<file path="src/rtl/fifo_arb_pkg.sv">
// Shared types and widths for the fifo push arbiter.
package fifo_arb_pkg;

    localparam int unsigned OWNER_W   = 3;
    localparam int unsigned ERR_CNT_W = 8;
    localparam int unsigned STAT_W    = 16;

    typedef enum logic {
        IDLE  = 1'b0,
        BURST = 1'b1
    } state_t;

    // Advance a requester index by one, wrapping at n.
    function automatic logic [OWNER_W-1:0] wrap_inc(input logic [OWNER_W-1:0] v,
                                                   input int unsigned n);
        return ((32'(v) + 32'd1) >= n) ? '0 : v + OWNER_W'(1);
    endfunction

endpackage

</file>
<file path="src/rtl/fifo_push_arbiter_if.sv">
// Producer/fifo-side signal bundle of the fifo push arbiter.
// Stats ports exist only when FIFO_ARB_STATS_EN is defined.
interface fifo_push_arbiter_if
    import fifo_arb_pkg::*;
#(
    parameter int unsigned N_REQ  = 4,
    parameter int unsigned DATA_W = 8
);
    logic [N_REQ-1:0]        req;
    logic [N_REQ*DATA_W-1:0] req_data;
    logic [N_REQ-1:0]        req_last;
    logic [N_REQ-1:0]        gnt;
    logic                    fifo_push;
    logic [DATA_W-1:0]       fifo_data;
    logic                    fifo_full;
    logic                    fifo_err;
    logic [OWNER_W-1:0]      owner;
    logic                    busy;
    logic [ERR_CNT_W-1:0]    err_cnt;
`ifdef FIFO_ARB_STATS_EN
    logic [2:0]              stat_sel;
    logic [STAT_W-1:0]       stat_cnt;

    modport master (
        input  req, req_data, req_last, fifo_full, fifo_err, stat_sel,
        output gnt, fifo_push, fifo_data, owner, busy, err_cnt, stat_cnt
    );
    modport slave (
        output req, req_data, req_last, fifo_full, fifo_err, stat_sel,
        input  gnt, fifo_push, fifo_data, owner, busy, err_cnt, stat_cnt
    );
`else
    modport master (
        input  req, req_data, req_last, fifo_full, fifo_err,
        output gnt, fifo_push, fifo_data, owner, busy, err_cnt
    );
    modport slave (
        output req, req_data, req_last, fifo_full, fifo_err,
        input  gnt, fifo_push, fifo_data, owner, busy, err_cnt
    );
`endif
endinterface

</file>
<file path="src/rtl/rr_pick.sv">
// Combinational round-robin pick: first set req at or after rr_ptr, wrapping.
module rr_pick
    import fifo_arb_pkg::*;
#(
    parameter int unsigned N_REQ = 4
) (
    input  logic [N_REQ-1:0]   req,
    input  logic [OWNER_W-1:0] rr_ptr,
    output logic [OWNER_W-1:0] pick,
    output logic               any
);
    logic [N_REQ-1:0]   rot;
    logic [OWNER_W-1:0] off;
    logic [OWNER_W:0]   sum;

    // Rotate so rr_ptr lands at bit 0; lowest set bit is then the winner.
    assign rot = N_REQ'({req, req} >> rr_ptr);
    assign any = |req;

    always_comb begin
        off = '0;
        for (int j = N_REQ - 1; j >= 0; j--) begin
            if (rot[j]) off = OWNER_W'(j);
        end
        sum = {1'b0, rr_ptr} + {1'b0, off};
        if (sum >= (OWNER_W + 1)'(N_REQ)) sum = sum - (OWNER_W + 1)'(N_REQ);
        pick = sum[OWNER_W-1:0];
    end

endmodule

</file>
<file path="src/rtl/fifo_push_arbiter.sv">
// Round-robin, burst-granular sharing of one fifo push port among N_REQ producers.
// Define FIFO_ARB_STATS_EN to add per-requester beat counters and stat_sel/stat_cnt.
module fifo_push_arbiter
    import fifo_arb_pkg::*;
#(
    parameter int unsigned N_REQ     = 4,
    parameter int unsigned DATA_W    = 8,
    parameter int unsigned BURST_MAX = 4
) (
    input  logic                clk,
    input  logic                rst,
    fifo_push_arbiter_if.master bus
);
    localparam int unsigned IDX_W  = (N_REQ > 1) ? $clog2(N_REQ) : 1;
    localparam int unsigned BEAT_W = 4;

    state_t              state_q, state_d;
    logic [OWNER_W-1:0]  owner_q, owner_d;
    logic [OWNER_W-1:0]  rr_ptr_q, rr_ptr_d;
    logic [BEAT_W-1:0]   beat_q, beat_d;
    logic [ERR_CNT_W-1:0] err_q;
    logic [OWNER_W-1:0]  pick;
    logic                any;
    logic [IDX_W-1:0]    own_idx;
    logic                own_req, own_last, accept_c;
    logic [N_REQ-1:0]    gnt_c;
    logic [DATA_W-1:0]   data_c;

    assign own_idx  = owner_q[IDX_W-1:0];
    assign own_req  = bus.req[own_idx];
    assign own_last = bus.req_last[own_idx];
    assign accept_c = (state_q == BURST) && own_req && !bus.fifo_full;
    assign gnt_c    = accept_c ? (N_REQ'(1) << own_idx) : '0;

    rr_pick #(.N_REQ(N_REQ)) u_rr_pick (
        .req    (bus.req),
        .rr_ptr (rr_ptr_q),
        .pick   (pick),
        .any    (any)
    );

    always_ff @(posedge clk or posedge rst) begin
        if (rst) begin
            state_q  <= IDLE;
            owner_q  <= '0;
            rr_ptr_q <= '0;
            beat_q   <= '0;
        end else begin
            state_q  <= state_d;
            owner_q  <= owner_d;
            rr_ptr_q <= rr_ptr_d;
            beat_q   <= beat_d;
        end
    end

    // Grant held until last beat, BURST_MAX beats, or owner drops req.
    always_comb begin
        state_d  = state_q;
        owner_d  = owner_q;
        rr_ptr_d = rr_ptr_q;
        beat_d   = beat_q;
        case (state_q)
            IDLE: begin
                if (any) begin
                    owner_d = pick;
                    beat_d  = '0;
                    state_d = BURST;
                end
            end
            BURST: begin
                if (accept_c) beat_d = beat_q + BEAT_W'(1);
                if (!own_req ||
                    (accept_c && (own_last || beat_q == BEAT_W'(BURST_MAX - 1)))) begin
                    state_d  = IDLE;
                    rr_ptr_d = wrap_inc(owner_q, N_REQ);
                end
            end
            default: state_d = IDLE;
        endcase
    end

    always_ff @(posedge clk or posedge rst) begin
        if (rst)                             err_q <= '0;
        else if (bus.fifo_err && err_q != '1) err_q <= err_q + ERR_CNT_W'(1);
    end

    // Owner's data is presented even while stalled.
    always_comb begin
        data_c = '0;
        for (int i = 0; i < N_REQ; i++) begin
            if (own_idx == IDX_W'(i)) data_c = bus.req_data[i*DATA_W +: DATA_W];
        end
    end

    assign bus.gnt       = gnt_c;
    assign bus.fifo_push = accept_c;
    assign bus.fifo_data = data_c;
    assign bus.owner     = owner_q;
    assign bus.busy      = (state_q == BURST);
    assign bus.err_cnt   = err_q;

`ifdef FIFO_ARB_STATS_EN
    logic [STAT_W-1:0] stat_q [N_REQ];

    always_ff @(posedge clk or posedge rst) begin
        if (rst) begin
            for (int i = 0; i < N_REQ; i++) stat_q[i] <= '0;
        end else begin
            for (int i = 0; i < N_REQ; i++) begin
                if (gnt_c[i] && stat_q[i] != '1) stat_q[i] <= stat_q[i] + STAT_W'(1);
            end
        end
    end

    always_comb begin
        bus.stat_cnt = '0;
        for (int i = 0; i < N_REQ; i++) begin
            if (bus.stat_sel == 3'(i)) bus.stat_cnt = stat_q[i];
        end
    end
`endif

endmodule

</file>
<file path="src/flat_wrapper.sv">
// flat-port wrapper written by rule: the top's interface ports become plain ports
module fifo_push_arbiter_flat import fifo_arb_pkg::*;
#(
    parameter int unsigned N_REQ     = 4,
    parameter int unsigned DATA_W    = 8,
    parameter int unsigned BURST_MAX = 4
)
  (clk, rst, bus_req, bus_req_data, bus_req_last, bus_fifo_full, bus_fifo_err, bus_gnt, bus_fifo_push, bus_fifo_data, bus_owner, bus_busy, bus_err_cnt);
  fifo_push_arbiter_if #(.N_REQ(N_REQ), .DATA_W(DATA_W)) bus_i ();
  input  logic clk;
  input  logic rst;
  input wire logic [$bits(bus_i.req)-1:0] bus_req;
  input wire logic [$bits(bus_i.req_data)-1:0] bus_req_data;
  input wire logic [$bits(bus_i.req_last)-1:0] bus_req_last;
  input wire logic [$bits(bus_i.fifo_full)-1:0] bus_fifo_full;
  input wire logic [$bits(bus_i.fifo_err)-1:0] bus_fifo_err;
  output wire logic [$bits(bus_i.gnt)-1:0] bus_gnt;
  output wire logic [$bits(bus_i.fifo_push)-1:0] bus_fifo_push;
  output wire logic [$bits(bus_i.fifo_data)-1:0] bus_fifo_data;
  output wire logic [$bits(bus_i.owner)-1:0] bus_owner;
  output wire logic [$bits(bus_i.busy)-1:0] bus_busy;
  output wire logic [$bits(bus_i.err_cnt)-1:0] bus_err_cnt;
  assign bus_i.req = bus_req;
  assign bus_i.req_data = bus_req_data;
  assign bus_i.req_last = bus_req_last;
  assign bus_i.fifo_full = bus_fifo_full;
  assign bus_i.fifo_err = bus_fifo_err;
  assign bus_gnt = bus_i.gnt;
  assign bus_fifo_push = bus_i.fifo_push;
  assign bus_fifo_data = bus_i.fifo_data;
  assign bus_owner = bus_i.owner;
  assign bus_busy = bus_i.busy;
  assign bus_err_cnt = bus_i.err_cnt;
  fifo_push_arbiter #(.N_REQ(N_REQ), .DATA_W(DATA_W), .BURST_MAX(BURST_MAX)) u_core (.clk(clk), .rst(rst), .bus(bus_i));
endmodule
</file>
<file path="config.mk">
export PLATFORM = sky130hd
export DESIGN_NAME = fifo_push_arbiter_flat
export DESIGN_NICKNAME = d
export VERILOG_FILES = /design/src/rtl/fifo_arb_pkg.sv /design/src/rtl/fifo_push_arbiter_if.sv /design/src/rtl/rr_pick.sv /design/src/rtl/fifo_push_arbiter.sv /design/src/flat_wrapper.sv
export SDC_FILE = /design/constraint.sdc
export NUM_CORES = 1
export LEC_CHECK = 0
export ABC_AREA = 1
export CAP_MARGIN = 20
export CORE_MARGIN = 8
export CORE_UTILIZATION = 38
export CTS_CLUSTER_DIAMETER = 100
export CTS_CLUSTER_SIZE = 10
export DETAILED_ROUTE_END_ITERATION = 8
export PLACE_DENSITY = 0.78
export SLEW_MARGIN = 20
export SYNTH_ARGS = -nofsm -noshare
export SYNTH_HDL_FRONTEND = slang
export SYNTH_SLANG_ARGS = --single-unit
</file>
<file path="constraint.sdc">
create_clock -name clk -period 2.1 [get_ports clk]
set_clock_uncertainty 0.15 [all_clocks]
set_input_delay 0.315 -clock clk [delete_from_list [all_inputs] [get_ports clk]]
set_output_delay 0.315 -clock clk [all_outputs]
set_load 0.01 [all_outputs]
</file>
==> impl_metrics.py, run 1 <==
metrics = {
    "status": {
        "outcome": "finished with violations",
        "violations": "setup timing",
    },
    "sta": {
        "maxSlewViolCount": 0,
        "rsz0062_at_grt": "yes",
        "fmax_ghz": 0.471,
        "layout_setup_ws_ns": -0.0243,
        "setup_viol": 4,
        "worstMarginPinSlew_ns": 0.367,
        "timing.final.crit_share": 1.01,
        "hold_viol": 0,
        "timing.final.crit_period_ns": 2.12,
        "relSlewSlack": 0.754,
    },
    "global_routing": {
        "grt_max_degree": 20,
        "grt_pass1_wl_mm": 7.96,
        "grt_use_met2": 0.272,
        "grt_pass1_vias": 1815,
        "met3_usage": 0.0417,
        "antenna_found_initial": 0,
        "grt_usage": 0.150,
        "grt-ovfl-total": 0,
        "top_usage_layer": "met2",
        "grt_util_met1": 0.173,
    },
    "synth": {
        "syn-num-nets": 282,
        "synth_warnings": 0,
        "synth_simple_gate_area_share": 0.304,
        "synth_xor_area_frac": 0.0394,
        "yosys_register_bits": 19,
        "synthAdderAreaFrac": 0.0772,
        "syn_area_mm2": 0.00156,
        "yosysTopAreaCell": "dfrtp_1",
        "avgSynthCellArea_um2": 6.80,
        "ys.flop_type": "dfrtp_1",
        "synth_edf_count": 0,
        "synth_compound_area_frac": 0.175,
        "ys_types": 25,
        "synth_top_area_frac": 0.305,
        "syn_inst": 229,
        "yosys-mux-area-fraction": 0,
        "synth_area_leaders": "dfrtp_1 31%, nand2_1 15%, a21oi_1 7.1%",
        "ys_seq_area_frac": 0.305,
        "synthArstFlopShare": 1.00,
        "synth_top_family_by_area": "simple AND/OR/NAND/NOR gates",
    },
    "detailed_routing": {
        "drtPass1Iterations": 4,
        "drtAntennaViolNets": 0,
        "routedWlPerCell_um": 13.7,
        "vias": 1897,
        "drc": 0,
        "viasPerCell": 4.98,
        "drt_wl_total_mm": 5.22,
        "first_iter_violations": 41,
    },
    "critical_path": {
        "crit_path_start": "u_core.rr_ptr_q[0]",
        "rrSetupSlack_ns": -0.02,
        "crit_fanout": 5,
        "path_common_cell": "nand2_1",
        "worstSetupPathType": "reg2reg",
        "slowest_stage": "fa_2",
        "critPathBufInv": 3,
        "worstPathArrival_ns": 2.10,
        "crit_path_start_kind": "register",
        "path_cells": "buf_6 > nand2_2 > o21ai_2 > nand3_1 > nand2_1 > inv_1 > nand2_1 > a21oi_2 > ha_2 > inv_2 > fa_2 > o21ai_1",
        "r2r-start": "u_core.rr_ptr_q[0]",
        "endpoint_kind": "register",
        "cp_data_required_time_ns": 2.08,
        "max_stage_delay_ns": 0.51,
        "critical-path-top-delay-family": "adder cells",
    },
    "clocking": {
        "cts_buffers": 3,
        "clock_sinks": 19,
        "cts.path.max_buffers": 2,
        "clkTransAtPathRegs_ns": 0.07,
        "insertion_delay_ns": 0.25,
        "cts_tree": "built",
        "cts-htree-levels": 1,
        "root_buffer": "clkbuf_8",
        "hold_buffers": 0,
    },
    "layout": {
        "fin_cells": 381,
        "areaGrowthSynthToFinish_pct": 78.8,
        "multi_input_comb_area_mm2": 0.00110,
        "mostFrequentLayoutCells": "52 x nand2_1, 51 x clkdlybuf4s50_1, 28 x buf_4, 24 x nor2_1, 19 x a21oi_1",
        "final_nets": 385,
        "seq_area_um2": 479,
        "utilization": 0.701,
        "final_layout_size_suffix_gt1_frac": 0.314,
        "antenna_cells": 0,
        "mostFrequentLayoutCell": "nand2_1",
        "fillers": 313,
        "design_area_mm2": 0.00278,
    },
    "power_and_ir_drop": {
        "finalPower_mw": 3.72,
        "leakagePower_nw": 1.32,
        "peakVddDrop_mv": 0.810,
        "power_density_mw_per_mm2": 1340,
    },
    "placement": {
        "port_buffers": 68,
        "hpwlAfterDp_mm": 3.83,
        "place_inst": 366,
        "dpl_cell_area_mm2": 0.00248,
        "gp_congestion": 0.816,
    },
    "floorplan": {
        "start_util": 0.392,
        "fp.dieH_um": 80,
        "fp.coreArea_mm2": 0.00397,
        "io_pins": 69,
        "num_rows": 23,
        "die_w_um": 80,
        "dieArea_mm2": 0.00640,
    },
    "hold_path": {
        "hold_path_class": "in2async",
    },
    "flow_run": {
        "drv_cap": 0,
    },
}
[routing by layer]
| metal | wire [um] | vias to the layer above |
|---|---|---|
| li1 | - | 952 |
| met5 | 0 | - |
| met4 | 17 | 0 |
| met2 | 2510 | 74 |
| met1 | 2240 | 867 |
| met3 | 458 | 4 |
[worst register-to-register path: stages, from the launching register on]
cell and delay (ns):
dfrtp_2 0.42, buf_6 0.14, nand2_2 0.06, o21ai_2 0.06, nand3_1 0.07, nand2_1 0.07
inv_1 0.05, nand2_1 0.06, a21oi_2 0.12, ha_2 0.20, inv_2 0.04, fa_2 0.51
o21ai_1 0.05
[repair_timing]
item	4_1_cts	5_1_grt
endpoints found under the setup margin	15	14
buffers inserted	7	3
gates resized for setup	91	43
pin swaps	13	29
gates cloned	0	1
[logic make-up after synthesis]
family,count (synthesis)
compound gates,47
xor+xnor,7
fa+ha+maj,9
buf+inv,34
flops,19
simple gates,113
[Yosys cell counts, types with 2 or more instances]
master	number
nand2_1	64
nor2_1	28
inv_1	23
a21oi_1	22
dfrtp_1	19
nand3_1	14
o21ai_0	13
ha_1	8
o211ai_1	8
xor2_1	5
buf_2	3
buf_6	3
nand4_1	3
clkbuf_1	2
clkinv_1	2
nand3_2	2
xnor2_1	2
[report_power, final]
part	internal, mW	leakage [nW]	switching (mW)
Combinational	1.41	1.05	1.38
Sequential	0.498	0.241	0.171
Clock	0.135	0.0228	0.117
[through the flow]
step,setup TNS [ns],hold slack [ns],setup slack [ns]
4_1_cts,-0.0743,0.238,-0.0333
3_3_place_gp,-3.75,0.338,-0.402
3_5_place_dp,-4.13,0.341,-0.467
6_report,-0.0325,0.223,-0.0243
2_1_floorplan,0,0.116,0.0212
5_1_grt,-0.954,0.274,-0.145
[flip-flops by register name (all words and copies together), names as in the netlist]
| register | cells |
|---|---|
| u_core.bus.busy | 1 |
| u_core.rr_ptr_q | 3 |
| u_core.bus.err_cnt | 8 |
| u_core.bus.owner | 3 |
| u_core.beat_q | 4 |
[final timing paths]
check / end / cells past startpoint
setup / recovery: u_core.bus.owner[1] / 12
hold / removal: u_core.rr_ptr_q[0] / 3
setup reg to reg: u_core.bus.owner[1] / 12
hold reg to reg: u_core.bus.err_cnt[3] / 1
max in group asynchronous: u_core.bus.owner[0] / 3
min in group clk: u_core.bus.err_cnt[3] / 1
[area by class of cell]
type / count / area share
clock buffers: 4 / 0.0162
inverters: 26 / 0.0378
multi-input cells: 176 / 0.396
flip-flops and latches: 19 / 0.172
well taps: 50 / 0.0225
repair buffers: 106 / 0.355
(Power assumes the default switching activity.)
==> inputs of run 2 (changes only) <==
--- a/config.mk
+++ b/config.mk
@@ -5,7 +5,7 @@
 export SDC_FILE = /design/constraint.sdc
 export NUM_CORES = 1
 export LEC_CHECK = 0
-export ABC_AREA = 1
+export ABC_AREA = 0
 export CAP_MARGIN = 20
 export CORE_MARGIN = 8
 export CORE_UTILIZATION = 38
==> run 2 against run 1 <==
The run still ends with setup timing left. Synthesized cell count down 21%. Global-route usage increased by 1.1 points. Final cell count fell by 13%. Synthesized area is 3.4% lower. Sequential power shrank 2%. Largest power group unchanged. Clock-buffer cell count down 1. Setup slack got worse by 0.074 ns. Critical path depth fell by 7. Core utilization decreased by 1.6 points. Flip-flop and latch count unchanged.
==> impl_metrics.py, run 2 <==
metrics = {
    "status": {
        "outcome": "finished with violations",
        "violations": "setup timing",
    },
    "placement": {
        "gp_congestion": 0.819,
        "hpwlAfterDp_mm": 3.83,
        "port_buffers": 68,
    },
    "detailed_routing": {
        "viasPerCell": 5.17,
        "drc": 0,
        "drt_wl_total_mm": 5.22,
        "first_iter_violations": 24,
        "vias": 1723,
        "drtAntennaViolNets": 0,
        "routedWlPerCell_um": 15.7,
        "drtPass1Iterations": 4,
    },
    "clocking": {
        "root_buffer": "clkbuf_8",
        "cts_tree": "built",
        "clock_sinks": 19,
        "cts.path.max_buffers": 2,
        "cts-htree-levels": 1,
        "hold_buffers": 0,
        "insertion_delay_ns": 0.25,
        "cts_buffers": 3,
        "clkTransAtPathRegs_ns": 0.07,
    },
    "critical_path": {
        "crit_fanout": 4,
        "path_cells": "buf_6 > mux4_2 > buf_6 > and3_4 > buf_6",
        "worstPathArrival_ns": 1.73,
        "endpoint_kind": "primary output",
        "cp_data_required_time_ns": 1.63,
        "slowest_stage": "mux4_2",
        "crit_path_start_kind": "register",
        "path_common_cell": "buf_6",
        "worstSetupPathType": "reg2out",
        "max_stage_delay_ns": 0.56,
    },
    "synth": {
        "avgSynthCellArea_um2": 8.31,
        "syn-num-nets": 234,
        "synth_top_area_frac": 0.316,
        "ys_types": 39,
        "yosys_register_bits": 19,
        "synth_edf_count": 0,
        "synth.most_common_cell": "nand2_1",
        "ys_seq_area_frac": 0.316,
        "synth_warnings": 0,
        "synthArstFlopShare": 1.00,
        "syn_inst": 181,
        "yosysTopAreaCell": "dfrtp_1",
        "ys.flop_type": "dfrtp_1",
        "synth_area_leaders": "dfrtp_1 32%, nand2_1 8.0%, a21oi_1 7.0%",
        "syn_area_mm2": 0.00150,
        "synth.top_cells.by_count": "32 x nand2_1, 21 x a21oi_1, 19 x dfrtp_1",
    },
    "floorplan": {
        "io_pins": 69,
        "die_w_um": 78.9,
        "num_rows": 23,
        "fp.coreArea_mm2": 0.00391,
        "fp.dieH_um": 78.9,
        "dieArea_mm2": 0.00623,
        "start_util": 0.384,
    },
    "layout": {
        "antenna_cells": 0,
        "final_layout_size_suffix_gt1_frac": 0.339,
        "utilization": 0.685,
        "mostFrequentLayoutCells": "51 x clkdlybuf4s50_1, 32 x buf_4, 31 x nand2_1, 17 x dfrtp_1, 13 x a21oi_1",
        "mostFrequentLayoutCell": "clkdlybuf4s50_1",
        "largest_reg_flops": 8,
        "areaGrowthSynthToFinish_pct": 78.2,
        "final_nets": 337,
    },
    "power_and_ir_drop": {
        "peakVddDrop_mv": 0.791,
        "p_sw_mw": 1.40,
        "p_sw_frac": 0.420,
        "power_density_mw_per_mm2": 1250,
        "p_comb_frac": 0.727,
        "p_int_mw": 1.94,
        "pwr-share-seq": 0.196,
        "clock_power_share": 0.076,
        "leakagePower_nw": 1.19,
    },
    "sta": {
        "hold_viol": 0,
        "timing.final.crit_share": 1.05,
        "fmax_ghz": 0.455,
        "relSlewSlack": 0.547,
        "setup_viol": 11,
        "setup_tns_ns": -0.502,
        "layout_setup_ws_ns": -0.0985,
        "rsz0062_at_grt": "yes",
        "maxSlewViolCount": 0,
        "timing.final.crit_period_ns": 2.20,
        "worstMarginPinSlew_ns": 0.670,
    },
    "global_routing": {
        "grt_pass1_wl_mm": 8.36,
        "antenna_found_initial": 0,
        "grt-ovfl-total": 0,
        "grt_max_degree": 20,
        "grt_pass1_vias": 1810,
        "grt_usage": 0.162,
    },
    "hold_path": {
        "hold_path_class": "in2async",
    },
    "flow_run": {
        "drv_cap": 0,
    },
}
run 2: changes by cell type in the layout (fill, tap and decap cells not counted), moves of 8 or more:
cell / change
nor2_1: -18
nand3_1: -9
nand2_4: -8
o211ai_1: -8
inv_1: -11
nand2_1: -21
run 2: path summary, 6_finish.rpt:
| kind | start | endpoint | slack [ns] | depth (start not counted) |
|---|---|---|---|---|
| max | u_core.bus.owner[0] | bus_gnt[1] | -0.1 | 5 |
| min | rst | u_core.bus.err_cnt[4] | 0.22 | 3 |
| max reg2reg | u_core.rr_ptr_q[0] | u_core.bus.owner[1] | -0.03 | 9 |
| min reg2reg | u_core.beat_q[3] | u_core.beat_q[3] | 0.36 | 1 |
| max in group asynchronous | rst | u_core.bus.owner[0] | 1.36 | 3 |
| min in group clk | u_core.beat_q[3] | u_core.beat_q[3] | 0.36 | 1 |
run 2: cells by family (layout without fill, tap and decap cells):
kind of cell	count (synthesis)	after routing	synth area share
AND/OR/NAND/NOR	71	71	0.243
AO/OA/AOI/OAI	49	49	0.206
flip-flops	19	19	0.316
buffers and inverters	18	120	0.0458
multiplexers	10	10	0.0799
adder cells (fa/ha/maj)	9	9	0.0799
XOR/XNOR	5	5	0.0291
run 2: cell type report:
class | count | area (um^2)
Fill cell | 316 | 1230
Clock inverter | 1 | 7.51
Multi-Input combinational cell | 144 | 1080
Tap cell | 50 | 62.6
Timing Repair Buffer | 107 | 973
Inverter | 9 | 33.8
Sequential cell | 19 | 478
Clock buffer | 3 | 41.3
run 2: what timing repair did:
action | 4_1_cts | 5_1_grt
endpoints found under the setup margin | 16 | 16
endpoints found under the hold margin | 0 | 0
gates cloned | 0 | 0
setup buffers | 9 | 4
gates resized for setup | 88 | 16
pin swaps | 12 | 6
run 2: worst max-delay path: cells and delay by family, from the launching register on:
family	cells	cell delay [ns]
multiplexers	1	0.56
buffers and inverters	3	0.37
flip-flops	1	0.39
AND/OR/NAND/NOR	1	0.16
run 2: per-layer routing:
layer  global-route usage  up-vias  routed length (um)
li1                     -      849                   -
met1                0.184      812                2300
met2                0.296       58                2570
met3               0.0350        4                 309
met4               0.0444        0                  47
met5                    0        -                   0
run 2: through the flow:
stage	power [mW]	std cells	hold WS, ns	cell area, um^2	setup slack (ns)
floorplan	1.72	181	0.116	1510	0.000885
global placement	2.70	316	0.318	2410	-0.439
detailed placement	2.73	316	0.334	2410	-0.468
CTS	3.13	329	0.231	2580	-0.102
global route	3.58	333	0.241	2680	-0.139
finish	3.34	333	0.222	2680	-0.0985
run 2: power by group through the flow:
stage / combinational [mW] / sequential [mW] / clock, mW
6_report: 2.43 / 0.655 / 0.255
3_3_place_gp: 2.06 / 0.643 / 0
5_1_grt: 2.64 / 0.673 / 0.276
4_1_cts: 2.23 / 0.646 / 0.260
3_5_place_dp: 2.09 / 0.644 / 0
2_1_floorplan: 1.04 / 0.679 / 0
==> inputs of run 3 (changes only) <==
--- a/config.mk
+++ b/config.mk
@@ -12,6 +12,7 @@
 export CTS_CLUSTER_DIAMETER = 100
 export CTS_CLUSTER_SIZE = 10
 export DETAILED_ROUTE_END_ITERATION = 8
+export HOLD_SLACK_MARGIN = 0.12
 export PLACE_DENSITY = 0.78
 export SLEW_MARGIN = 20
 export SYNTH_ARGS = -nofsm -noshare
==> results of run 3 <==
Same layout as run 2: the final DEF is identical, and so are final timing and power.
